===== src/rtl/shift_word_serializer.sv =====
// shift_word_serializer: LSB-first word serializer with valid/ready input and frame strobes.
// Define SER_PARITY_EN to append an even-parity bit after the data bits.
module shift_word_serializer #(
  parameter int WIDTH = 8,
  parameter int CNT_W = 4
) (
  input  logic             clk,
  input  logic             reset_n,
  input  logic [WIDTH-1:0] din,
  input  logic             din_valid,
  output logic             din_ready,
  output logic             ser_out,
  output logic             ser_valid,
  output logic             frame_start,
  output logic             frame_done,
  output logic             busy
);
  typedef enum logic [1:0] {IDLE, SHIFT, PARITY, DONE} state_t;
  state_t r_state, w_state;
  logic [WIDTH-1:0] r_shreg, w_shreg;
  logic [CNT_W-1:0] r_cnt, w_cnt;
  logic r_ser_out, w_ser_out, r_ser_valid, w_ser_valid;
  logic r_frame_start, w_frame_start, r_frame_done, w_frame_done;
  logic r_busy, w_busy, r_din_ready, w_din_ready;
  logic w_accept;
`ifdef SER_PARITY_EN
  logic r_par, w_par;
`endif
  assign w_accept    = (r_state == IDLE) && din_valid && r_din_ready;
  assign din_ready   = r_din_ready;
  assign ser_out     = r_ser_out;
  assign ser_valid   = r_ser_valid;
  assign frame_start = r_frame_start;
  assign frame_done  = r_frame_done;
  assign busy        = r_busy;
  always_comb begin
    w_state       = r_state;
    w_shreg       = r_shreg;
    w_cnt         = r_cnt;
    w_ser_out     = r_ser_out;
    w_ser_valid   = r_ser_valid;
    w_frame_start = 1'b0;
    w_frame_done  = 1'b0;
    w_busy        = r_busy;
    w_din_ready   = r_din_ready;
`ifdef SER_PARITY_EN
    w_par         = r_par;
`endif
    case (r_state)
      IDLE: begin
        w_din_ready = !w_accept;
        if (w_accept) begin
          w_state       = SHIFT;
          w_shreg       = din;
          w_ser_out     = din[0];
          w_ser_valid   = 1'b1;
          w_frame_start = 1'b1;
          w_busy        = 1'b1;
          w_cnt         = '0;
`ifdef SER_PARITY_EN
          w_par         = ^din;
`endif
        end
      end
      SHIFT: begin
        if (r_cnt == CNT_W'(WIDTH - 1)) begin
`ifdef SER_PARITY_EN
          w_state      = PARITY;
          w_ser_out    = r_par;
`else
          w_state      = DONE;
          w_ser_valid  = 1'b0;
          w_ser_out    = 1'b0;
          w_frame_done = 1'b1;
`endif
        end else begin
          w_shreg   = r_shreg >> 1;
          w_ser_out = r_shreg[1];
          w_cnt     = r_cnt + 1'b1;
        end
      end
      PARITY: begin
        w_state      = DONE;
        w_ser_valid  = 1'b0;
        w_ser_out    = 1'b0;
        w_frame_done = 1'b1;
      end
      default: begin
        w_state     = IDLE;
        w_busy      = 1'b0;
        w_din_ready = 1'b1;
      end
    endcase
  end
  always_ff @(posedge clk or negedge reset_n) begin
    if (!reset_n) begin
      r_state       <= IDLE;
      r_shreg       <= '0;
      r_cnt         <= '0;
      r_ser_out     <= 1'b0;
      r_ser_valid   <= 1'b0;
      r_frame_start <= 1'b0;
      r_frame_done  <= 1'b0;
      r_busy        <= 1'b0;
      r_din_ready   <= 1'b0;
    end else begin
      r_state       <= w_state;
      r_shreg       <= w_shreg;
      r_cnt         <= w_cnt;
      r_ser_out     <= w_ser_out;
      r_ser_valid   <= w_ser_valid;
      r_frame_start <= w_frame_start;
      r_frame_done  <= w_frame_done;
      r_busy        <= w_busy;
      r_din_ready   <= w_din_ready;
    end
  end
`ifdef SER_PARITY_EN
  always_ff @(posedge clk or negedge reset_n) begin
    if (!reset_n) r_par <= 1'b0;
    else          r_par <= w_par;
  end
`endif
endmodule


===== config.mk =====
export PLATFORM = sky130hd
export DESIGN_NAME = shift_word_serializer
export DESIGN_NICKNAME = d
export VERILOG_FILES = /design/src/rtl/shift_word_serializer.sv
export SDC_FILE = /design/constraint.sdc
export NUM_CORES = 1
export LEC_CHECK = 0
export ABC_CLOCK_PERIOD_IN_PS = 5720
export CAP_MARGIN = 20
export CORE_AREA = 8 8 59 61
export CTS_CLUSTER_SIZE = 25
export DETAILED_ROUTE_END_ITERATION = 16
export DIE_AREA = 0 0 67 69
export PLACE_DENSITY = 0.7
export SETUP_SLACK_MARGIN = 0.4
export SLEW_MARGIN = 10
export SYNTH_ARGS = -nofsm -noshare
export SYNTH_HDL_FRONTEND = slang
export SYNTH_SLANG_ARGS = --single-unit

===== constraint.sdc =====
create_clock -name clk -period 5.72 [get_ports clk]
set_input_delay 0.858 -clock clk [delete_from_list [all_inputs] [get_ports clk]]
set_output_delay 0.858 -clock clk [all_outputs]
set_load 0.02 [all_outputs]

==> run_results.csv <==
group,metric,value,unit
outcome,status,"completed",
synth,synth.area.top_cells,"dfrtp_1 49%, ha_1 7.7%, a221o_1 6.1%",
power_and_ir_drop,vdd_drop_max,0.268,mV
global_routing,grt_util_all_layers,0.0830,
die,start_util,0.374,
global_routing,grt_pass1_wl,3240,µm
timing,worst_slew_pin_slew,0.821,ns
timing,grt_setup_unrepaired,"false",
synth,yosys.area_share.simple,0.160,
timing,post-route-period-util,0.401,
job,maxCapViolations,0,
global_routing,grt_max_degree,20,
synth,synth_compound_area_frac,0.183,
detailed_routing,drt-wirelength-per-cell,14.1,µm
synth,synth_seq_cells,19,
synth,syn_inst,85,
timing,fmax,436,MHz
timing,finalMaxSlewViolations,0,
synth,seq_area_frac_synth,0.487,
die,dieWidth,67,µm
setup_path,reg2reg_to,"r_shreg[5]",
synth,synthXorXnorAreaFrac,0,
hold_path,min_to,"busy",
cells_and_area,num_antenna_cells,0,
timing,setup-violations-final,0,
clock_tree,cts_tree,"yes",
detailed_routing,drc,0,
clock_tree,clock_sinks,19,
setup_path,cp-end-kind,"output pin",
synth,synth_adder_area_share,0.0768,
die,fp-row-count,19,
synth,yosys.cell_types.count,30,
placed_design,gp_congestion,0.726,
synth,yosysMostFrequentCell,"dfrtp_1",
global_routing,antenna_found_initial,0,
setup_path,critical_path.cell_chain,"clkdlybuf4s50_1",
synth,yosysTopAreaCellShare,0.487,
cells_and_area,num-fill-cells,265,
setup_path,critPathMaxStageDelay,0.66,ns
synth,synth_fp_nets,102,
setup_path,r2r_slack,3.69,ns
die,ios,17,
global_routing,grt_pass1_vias,734,
timing,fin_worst_skew,0.00839,ns
setup_path,critPathSlowestCell,"clkdlybuf4s50_1",
clock_tree,root_buffer,"clkbuf_4",
hold_path,min-delay-start,"busy",
synth,netlist_area,977,µm²
timing,hold_viol_final,0,
timing,period_needed,2.29,ns
clock_tree,cts_max_path_buffers,2,
setup_path,cpLargestDelayFamily,"buffers and inverters",
setup_path,worst-setup-path-type,"flip-flop to output pin",
clock_tree,clock_latency,0.28,ns
detailed_routing,dr.pass1.iters,4,
hold_path,hold_depth,1,
hold_path,hp-class,"flip-flop to flip-flop",
cells_and_area,synthToLayoutAreaGrowth,20.7,%
clock_tree,path_clk_slew,0.11,ns
setup_path,reg2reg_from,"r_state[1]",
setup_path,required,4.86,ns
timing,final.setup.tns,0,ns
clock_tree,cts_buffers,3,
synth,yosys_most_used_dff,"dfrtp_1",
placed_design,numPortBuffers,16,
global_routing,grt-ovfl-total,0,
detailed_routing,avgViaCountPerCell,5.44,
detailed_routing,drt_wl_total,1870,µm
synth,synthMuxAreaShare,0.0551,
clock_tree,post_cts_buffers,0,
die,die_h,69,µm
synth,yosys.area.top_type,"dfrtp_1",
synth,synth.avg_cell_area,11.5,µm²
setup_path,r2r_cells,5,
setup_path,worstSetupStartpointType,"flip-flop",
cells_and_area,fin_cells,132,
setup_path,crit_fanout,8,
timing,slew_headroom,0.451,
setup_path,path_buf_inv,1,
placed_design,placed_cells_incl_taps,128,
die,dieArea,4620,µm²
placed_design,dp_hpwl,1400,µm
die,core,2620,µm²
synth,synth_edf_count,0,
detailed_routing,drtIter0Drc,18,
synth,async_reset_ff_frac,1.00,
power_and_ir_drop,power_density,528,nW/µm²
synth,yosys-top-cells-count,"19 x dfrtp_1, 6 x a221o_1, 6 x and2_1, 6 x ha_1",
clock_tree,htree_levels,1,
clock_tree,hold_buffers,0,
synth,yosysWarnings,0,
power_and_ir_drop,p_leak,0.534,nW
detailed_routing,num_vias,718,
synth,synth_top_family_by_area,"compound AO/OA/AOI/OAI gates",
cells_and_area,drive_gt1_frac,0.109,
setup_path,arrival,1.43,ns
cells_and_area,fin_nets,119,
clock_tree,ctsResizeCount,0,
detailed_routing,drtAntennaViolNets,0,
## per-stage QoR
step | utilization | hold WS [ns] | instance area [µm²] | worst slack [ns] | total power [mW]
3_3_place_gp | 0.441 | 0.489 | 1150 | 3.25 | 0.554
6_report | 0.451 | 0.515 | 1180 | 3.43 | 0.623
5_1_grt | 0.451 | 0.540 | 1180 | 3.35 | 0.677
3_5_place_dp | 0.441 | 0.494 | 1150 | 3.21 | 0.563
2_1_floorplan | - | 0.470 | 977 | 3.83 | 0.482
4_1_cts | 0.451 | 0.521 | 1180 | 3.41 | 0.631
## registers in the layout, summed over array words and instances (netlist names)
| register | cells |
|---|---|
| frame_start | 1 |
| r_state | 2 |
| ser_out | 1 |
| din_ready | 1 |
| busy | 1 |
| ser_valid | 1 |
| r_shreg | 7 |
| frame_done | 1 |
| r_cnt | 4 |
## layer usage
layer | vias up | share of wire | global-route usage
met5 | - | 0 | 0
met4 | 0 | 0.0032 | 0.0140
met3 | 2 | 0.031 | 0.0210
met2 | 12 | 0.50 | 0.137
met1 | 353 | 0.46 | 0.106
li1 | 351 | - | -
## where the power goes
group	internal [mW]	switching [mW]	leakage (nW)
Sequential	0.194	0.0485	0.242
Clock	0.0270	0.0375	0.0150
Combinational	0.160	0.156	0.278
Total	0.382	0.242	0.534
## how the worst max path moves through the flow
stage,cells past startpoint,to,start,slack [ns]
finish,1,din_ready,din_ready,3.43
global route,1,din_ready,din_ready,3.35
CTS,1,din_ready,din_ready,3.41
detailed placement,4,r_shreg[4],din_valid,3.21
global placement,4,r_shreg[4],din_valid,3.25
floorplan,4,r_shreg[6],din_valid,3.83
## final cells by class
class / instances / area [µm²] / area share
inverters: 4 / 15.0 / 0.0127
clock buffers: 4 / 26.3 / 0.0223
flip-flops and latches: 19 / 475 / 0.403
well taps: 31 / 38.8 / 0.0329
repair buffers: 16 / 160 / 0.136
multi-input cells: 58 / 464 / 0.393
## logic make-up after synthesis
| family | count (synthesis) |
|---|---|
| and+or+nand+nor | 25 |
| DFF | 19 |
| buffers and inverters | 8 |
| adders and majority gates | 6 |
| AOI/OAI and AO/OA | 22 |
| muxes | 5 |
## layout by cell type (no fill, tap or decap), drive strengths merged, types with 3 or more instances in the layout
cell and n:
and2 6, clkdlybuf4s50 16, ha 6, nor2 4, mux2 3, dfrtp 19
a221o 6, a21oi 4, inv 4, clkbuf 4
## worst register-to-register path, delay by kind of cell, from the launching register on
family,cells,cell delay (ns)
AND/OR/NAND/NOR,2,0.71
flip-flops,1,0.43
AO/OA/AOI/OAI,1,0.36
adder cells (fa/ha/maj),1,0.32
buffers and inverters,1,0.09
Power figures use the tool's default switching activity.
